--- src/rtl/axi4_slave_pkg.sv ---
// rtl/axi4_slave_pkg.sv - arbiter state and ownership types shared by the memory arbiter
package axi4_slave_pkg;

   typedef enum logic [1:0] {ARB_IDLE, ARB_WR, ARB_RD} arb_state_t;
   typedef enum logic {OWN_WR, OWN_RD} arb_owner_t;

endpackage

--- src/rtl/axi4_rd_valid_pipe.sv ---
// rtl/axi4_rd_valid_pipe.sv - RD_LATENCY-deep valid shift register with synchronous clear
module axi4_rd_valid_pipe #(
   parameter int RD_LATENCY = 1
) (
   input  logic clk,
   input  logic rst,
   input  logic in_valid,
   output logic out_valid
);

   logic [RD_LATENCY-1:0] stages;

   always_ff @(posedge clk) begin
      if (rst) begin
         stages <= '0;
      end else begin
         stages <= (stages << 1) | RD_LATENCY'(in_valid);
      end
   end

   assign out_valid = stages[RD_LATENCY-1];

endmodule

--- src/rtl/axi4_slave_mem_arbiter.sv ---
// rtl/axi4_slave_mem_arbiter.sv - burst-locked round-robin share of one memory port between write and read paths
// Optional mid-burst hand-over after STARVE_LIMIT beats: define AXI_ARB_STARVE_LIMIT_EN.
module axi4_slave_mem_arbiter
   import axi4_slave_pkg::*;
#(
   parameter int DATA_WIDTH   = 32,
   parameter int ADDR_WIDTH   = 32,
   parameter int RD_LATENCY   = 1,
   parameter int STARVE_LIMIT = 16
) (
   input  logic                    clk,
   input  logic                    rst,
   input  logic                    wr_req,
   input  logic [ADDR_WIDTH-1:0]   wr_addr,
   input  logic [DATA_WIDTH-1:0]   wr_data,
   input  logic [DATA_WIDTH/8-1:0] wr_be,
   input  logic                    wr_last,
   output logic                    wr_gnt,
   input  logic                    rd_req,
   input  logic [ADDR_WIDTH-1:0]   rd_addr,
   input  logic                    rd_last,
   output logic                    rd_gnt,
   output logic [DATA_WIDTH-1:0]   rd_data,
   output logic                    rd_valid,
   output logic                    mem_en,
   output logic                    mem_we,
   output logic [ADDR_WIDTH-1:0]   mem_addr,
   output logic [DATA_WIDTH-1:0]   mem_wdata,
   output logic [DATA_WIDTH/8-1:0] mem_be,
   input  logic [DATA_WIDTH-1:0]   mem_rdata
);

   arb_state_t state, state_nxt;
   arb_owner_t last_owner, owner_nxt;
   logic       rd_beat;

`ifdef AXI_ARB_STARVE_LIMIT_EN
   localparam int CNT_W = $clog2(STARVE_LIMIT) + 1;
   localparam logic [CNT_W-1:0] CNT_MAX = CNT_W'(STARVE_LIMIT);

   logic [CNT_W-1:0] beat_cnt, cnt_nxt;

   always_ff @(posedge clk) begin
      if (rst) begin
         beat_cnt <= '0;
      end else begin
         beat_cnt <= cnt_nxt;
      end
   end
`else
   logic unused_starve_limit;
   assign unused_starve_limit = |STARVE_LIMIT;
`endif

   always_ff @(posedge clk) begin
      if (rst) begin
         state      <= ARB_IDLE;
         last_owner <= OWN_RD;
      end else begin
         state      <= state_nxt;
         last_owner <= owner_nxt;
      end
   end

   always_comb begin
      state_nxt = state;
      owner_nxt = last_owner;
      wr_gnt    = 1'b0;
      rd_gnt    = 1'b0;
      case (state)
         ARB_IDLE: begin
            // Contention goes to whoever did not own the previous burst.
            if (wr_req && (!rd_req || last_owner == OWN_RD)) begin
               wr_gnt = 1'b1;
            end else if (rd_req) begin
               rd_gnt = 1'b1;
            end
            if (wr_gnt) begin
               if (wr_last) owner_nxt = OWN_WR;
               else         state_nxt = ARB_WR;
            end else if (rd_gnt) begin
               if (rd_last) owner_nxt = OWN_RD;
               else         state_nxt = ARB_RD;
            end
         end
         ARB_WR: begin
            wr_gnt = wr_req;
            if (wr_req && wr_last) begin
               state_nxt = ARB_IDLE;
               owner_nxt = OWN_WR;
            end
         end
         ARB_RD: begin
            rd_gnt = rd_req;
            if (rd_req && rd_last) begin
               state_nxt = ARB_IDLE;
               owner_nxt = OWN_RD;
            end
         end
         default: state_nxt = ARB_IDLE;
      endcase
`ifdef AXI_ARB_STARVE_LIMIT_EN
      // The count includes the opening beat granted from IDLE; it is zero whenever no burst is locked.
      cnt_nxt = '0;
      if (state_nxt != ARB_IDLE) begin
         cnt_nxt = beat_cnt;
         if ((wr_gnt || rd_gnt) && beat_cnt < CNT_MAX) cnt_nxt = beat_cnt + CNT_W'(1);
         if (cnt_nxt >= CNT_MAX) begin
            if (state_nxt == ARB_WR && rd_req) begin
               state_nxt = ARB_RD;
               owner_nxt = OWN_WR;
               cnt_nxt   = '0;
            end else if (state_nxt == ARB_RD && wr_req) begin
               state_nxt = ARB_WR;
               owner_nxt = OWN_RD;
               cnt_nxt   = '0;
            end
         end
      end
`endif
      if (rst) begin
         wr_gnt = 1'b0;
         rd_gnt = 1'b0;
      end
   end

   assign rd_beat = rd_req && rd_gnt;

   always_comb begin
      mem_en    = (wr_req && wr_gnt) || rd_beat;
      mem_we    = wr_gnt;
      mem_addr  = '0;
      mem_wdata = '0;
      mem_be    = '0;
      if (wr_gnt) begin
         mem_addr  = wr_addr;
         mem_wdata = wr_data;
         mem_be    = wr_be;
      end else if (rd_gnt) begin
         mem_addr = rd_addr;
         mem_be   = '1;
      end
   end

   axi4_rd_valid_pipe #(
      .RD_LATENCY(RD_LATENCY)
   ) u_rd_valid_pipe (
      .clk      (clk),
      .rst      (rst),
      .in_valid (rd_beat),
      .out_valid(rd_valid)
   );

   assign rd_data = mem_rdata;

endmodule

--- config.mk ---
export PLATFORM = sky130hd
export DESIGN_NAME = axi4_slave_mem_arbiter
export DESIGN_NICKNAME = d
export VERILOG_FILES = /design/src/rtl/axi4_slave_pkg.sv /design/src/rtl/axi4_rd_valid_pipe.sv /design/src/rtl/axi4_slave_mem_arbiter.sv
export SDC_FILE = /design/constraint.sdc
export NUM_CORES = 1
export LEC_CHECK = 0
export ABC_AREA = 1
export CAP_MARGIN = 0
export CORE_AREA = 2 2 94 96
export DETAILED_ROUTE_END_ITERATION = 8
export DIE_AREA = 0 0 96 98
export MAX_ROUTING_LAYER = met4
export PLACE_DENSITY = 0.78
export RECOVER_POWER = 100
export SKIP_LAST_GASP = 1
export SYNTH_ARGS = -nofsm -noshare
export SYNTH_HDL_FRONTEND = slang
export SYNTH_HIERARCHICAL = 1
export SYNTH_SLANG_ARGS = --single-unit
--- constraint.sdc ---
create_clock -name clk -period 1.6 [get_ports clk]
set_input_delay 0.32 -clock clk [delete_from_list [all_inputs] [get_ports clk]]
set_output_delay 0.32 -clock clk [all_outputs]
set_load 0.03 [all_outputs]
# Word level (Yosys, flattened, before mapping)
# Cells that the tools add are included.
# totals
ff_bits,4
in_bits,138
# classes
eq_ne,9
muxes,28
n_reduce_logical,12
# ops
op,n
32-bit two-way mux,3
1-bit two-way mux,13
2-bit two-way mux,6
4-bit two-way mux,2
"3-bit by 2-bit inequality test with 1-bit output, second input constant",2
"3-bit inequality test, second input constant",2
2-bit one-hot mux with 3 select lines,1
6-bit AND reduction,1
1-bit logical AND,5
5-bit AND reduction,1
"2-bit inequality test, second input constant",2
1-bit one-hot mux with 2 select lines,2
"3-bit by 1-bit inequality test with 1-bit output, second input constant",1
1-bit one-hot mux with 3 select lines,1
3-bit nonzero test,1
"2-bit by 1-bit equality test with 1-bit output, second input constant",1
"2-bit equality test, second input constant",1
2-bit logical NOT,1
1-bit logical OR,2
1-bit logical NOT,1

# Logic depth before layout (Yosys ltp)
# logic_depth
ltp_word,9
depth_mapped,10

# Hierarchy
# The synthesis kept the hierarchy.
# by_module_without_submodules
mod,instances,cells_per_inst,area_each_um2,seq_area_each_um2
axi4_slave_mem_arbiter,1,277,1422.6,60.1
axi4_rd_valid_pipe,1,3,30.0,20.0

# Worst setup path after synthesis
# Ideal clock, no wire load.
# synth_timing
path_type,register -> output
startpoint,reg state[0]
endpoint,out mem_wdata[0]
arrival_ps,1659
setup_slack_ps,-379
stages_incl_launch_ff,10
cell_sequence,dfxtp_1 > inv_1 > ha_1 > buf_2 > inv_1 > o22ai_2 > nand2_2 > buf_4 > buf_2 > nor2_1
# synth_via
elab_chain_len,4
# synth_lines
element,line_no,source
start: declaration,axi4_slave_mem_arbiter.sv:33,"arb_state_t state, state_nxt;"
start signal: assignment,axi4_slave_mem_arbiter.sv:60,state <= state_nxt;
2-bit by 1-bit equality test with 1-bit output / 2-bit logical NOT (equally long branches),axi4_slave_mem_arbiter.sv:70,case (state)
1-bit one-hot mux with 2 select lines *,axi4_slave_mem_arbiter.sv:70,
1-bit two-way mux *,axi4_slave_mem_arbiter.sv:121,if (rst) begin
32-bit two-way mux *,axi4_slave_mem_arbiter.sv:135,if (wr_gnt) begin
end: declaration,axi4_slave_mem_arbiter.sv:28,"output logic [DATA_WIDTH-1:0] mem_wdata,"
# Mark *: on every way between the ends. The rest lies on a longest branch, timed or not.

# Final worst setup path
# layout_timing
startpoint,reg state[1]
endpoint,out mem_addr[22]
# layout_via
elab_chain_len,5
# layout_lines
element,line_no,source
2-bit equality test / 2-bit logical NOT (equally long branches),axi4_slave_mem_arbiter.sv:70,
1-bit one-hot mux with 2 select lines,axi4_slave_mem_arbiter.sv:70,
1-bit two-way mux,axi4_slave_mem_arbiter.sv:121,
32-bit two-way mux,axi4_slave_mem_arbiter.sv:139,end else if (rd_gnt) begin
32-bit two-way mux *,axi4_slave_mem_arbiter.sv:135,
end: declaration,axi4_slave_mem_arbiter.sv:27,"output logic [ADDR_WIDTH-1:0] mem_addr,"
# Marks and branches as above.

==> impl_metrics.yaml <==
detailed_routing:
  dr.pass1.iters: 6
  route.layer.met1.wl_um: 2585
  wl_per_cell_um: 13.60
  top_layer: "met4"
  ant_nets: 0
  drt_iter0_drc: 38
  dr_wl_met2_um: 4336
  drt_drc_violations_left: 0
  vias: 2345
  dr_wl_met3_um: 703
  avgViaCountPerCell: 4.173
  routed_wl_um: 7646
place:
  placed_cells: 544
  place.gp.congestion: 0.8593
  dp_hpwl_um: 5566
  io_buffers: 178
  dpl_cell_area_sq_um: 3667
  pre_cts_ws_ns: -0.6945
global_route:
  grt_pass1_wl_um: 11360
  overflow: 0
  grt_start_max_net_pins: 21
  grtUsageTotal: 0.1548
  grt_pass1_vias: 2412
  grt_antenna_before_repair: 0
die:
  start_util: 0.1716
  die_h_um: 98
  rows: 34
  die-area_sq_um: 9408
  num_io_pins: 243
  die_w_um: 96
  core-area_sq_um: 8466
power:
  vdd.ir_drop.worst_mv: 0.4248
  p_per_area_nw_per_um2: 528.6
  p_leak_nw: 1.983
finish:
  layout-drive-gt1-share: 0.5088
  num_antenna_cells: 0
  area_delta_synth_final_pct: 201.4
  stdcell_area_sq_um: 4378
  fin_cells: 562
  num-nets-final: 597
  final_util: 0.5171
cts:
  clk_latency_ns: 0.22
  cts.sinks: 4
  cts_buffer_depth: 2
  h-tree-depth: 1
  cts_root_buf: "clkbuf_8"
  cts.clk_slew.worst_paths_ns: 0.03
  cts_tree: "built"
  numCtsBuffers: 3
  hold_buffers: 0
critical_path:
  cp.required_ns: 1.28
  crit_fanout: 7
  rr_endpoint: "state[0]$_SDFFE_PP0P_"
  end_kind: "output pin"
  r2r_cells: 8
  rrSetupSlack_ns: 0.13
  timing.rr.start: "state[1]$_SDFFE_PP0P_"
  startpoint_type: "flip-flop"
  crit_arrival_ns: 1.73
  path_class: "flip-flop to output pin"
min_path:
  holdPathEnd: "last_owner$_SDFFE_PP1P_"
  holdCritPathClass: "flip-flop to flip-flop"
  hold_start: "last_owner$_SDFFE_PP1P_"
  worst_hold_path.num_cells: 2
yosys:
  syn_nets: 421
  syn_area_per_cell_sq_um: 5.188
  synth-seq-cells: 4
  ys_types: 20
  syn_inst: 280
  ys_seq_area_frac: 0.05512
  synth_warnings: 6
  synth_area_sq_um: 1453
outcome:
  violations: "negative setup slack"
  status: "finished with violations"
sta:
  worst_slew_pin_slew_ns: 0.3113
  finClkSkew_ns: 0.003401
  fmax_mhz: 488.9
  rsz0062_at_grt: "yes"
  setup_viol: 72
  maxSlewHeadroom: 0.7918
  min_period_ns: 2.045
  hold_viol_final: 0
  finalCritPeriodShare: 1.278
  fin_ws_ns: -0.4452
  maxSlewViolCount: 0
job:
  maxCapViolations: 0
[cells by family after synthesis]
family / share of synthesized area
DFF: 0.05513
adders and majority gates: 0.02584
AOI/OAI and AO/OA: 0.02239
buffers and inverters: 0.3678
and+or+nand+nor: 0.5289
[what timing repair did]
| action | in CTS | in global routing |
|---|---|---|
| hold endpoints to repair | 0 | 0 |
| setup buffers | 8 | 3 |
| pin swaps | 24 | 5 |
| cloned | 5 | 1 |
| gates resized for setup | 104 | 14 |
| endpoints found under the setup margin | 72 | 72 |
[worst max-delay path: stages (launching register included)]
cell,delay [ns]
dfxtp_4,0.34
inv_4,0.07
ha_4,0.13
inv_2,0.04
o22ai_4,0.16
nand2_4,0.15
buf_12,0.18
buf_12,0.15
nand3_4,0.08
nand2_4,0.05
buf_6,0.13
[cell usage in the layout (no fill, tap or decap), types with 3 or more instances in the layout]
master	Yosys	routed
inv_1	47	43
nor2_1	37	5
nand3_2	6	14
nand3_1	34	14
nand2_1	86	48
buf_4	36	25
clkbuf_8	0	3
buf_12	0	12
buf_6	3	65
nand3_4	0	12
buf_8	1	6
buf_16	0	3
nand2_4	0	19
ha_4	0	3
clkdlybuf4s50_1	0	104
nor2_4	0	32
nand2_2	5	24
[how the worst max path moves through the flow]
stage                               to  slack [ns]                  start  cells past startpoint
after floorplan           mem_addr[22]       -0.09  state[1]$_SDFFE_PP0P_                     10
after global placement     mem_addr[0]       -0.61                 rd_req                     11
after detailed placement   mem_addr[3]       -0.69                 rd_req                     11
after CTS                 mem_addr[18]       -0.45  state[0]$_SDFFE_PP0P_                     12
after global routing       mem_addr[3]       -0.51  state[1]$_SDFFE_PP0P_                     10
final                     mem_addr[22]       -0.45  state[1]$_SDFFE_PP0P_                     10
[layout make-up]
type | count | area (sq um)
repair buffers | 218 | 2416
flip-flops and latches | 4 | 87.58
fillers | 738 | 4088
clock buffers | 3 | 41.29
multi-input cells | 181 | 1508
well taps | 108 | 135.1
inverters | 48 | 190.2
[through the flow]
step	hold slack [ns]	TNS, ns	total power (W)
3_5_place_dp	0.4627	-43.78	0.001780
2_1_floorplan	0.3817	-4.008	0.001258
6_report	0.4739	-27.83	0.002314
5_1_grt	0.5026	-32.56	0.002445
4_1_cts	0.4709	-28.31	0.002308
3_3_place_gp	0.4526	-38.94	0.001754
[registers in the layout (all words and copies together), names as in the netlist]
signal,count
u_rd_valid_pipe/out_valid,1
state,2
last_owner,1
[Yosys cell counts]
| cell | number | area (sq um) |
|---|---|---|
| a21oi_1 | 2 | 10.01 |
| buf_2 | 7 | 35.03 |
| buf_4 | 36 | 270.3 |
| buf_6 | 3 | 33.78 |
| buf_8 | 1 | 15.01 |
| dfxtp_1 | 4 | 80.08 |
| ha_1 | 3 | 37.54 |
| inv_1 | 47 | 176.4 |
| inv_2 | 1 | 3.750 |
| nand2_1 | 86 | 322.8 |
| nand2_2 | 5 | 31.28 |
| nand3_1 | 34 | 170.2 |
| nand3_2 | 6 | 60.06 |
| nand4_1 | 2 | 12.51 |
| nor2_1 | 37 | 138.9 |
| nor2_2 | 1 | 6.260 |
| nor2_8 | 1 | 20.02 |
| o21ai_0 | 2 | 10.01 |
| o22ai_2 | 1 | 12.51 |
| or2_2 | 1 | 6.260 |
[per-layer routing]
layer / track usage / up-vias
met3: 0.03241 / 4
met2: 0.3184 / 113
li1: - / 1147
met4: 0.02527 / 0
met1: 0.1409 / 1081
met5: - / -
[where the power goes]
part / internal [W] / switching [W]
sequential: 0.000113 / 0.0000113
clock: 0.000160 / 0.0000508
combinational: 0.000971 / 0.00101
Power figures use the tool's default switching activity.
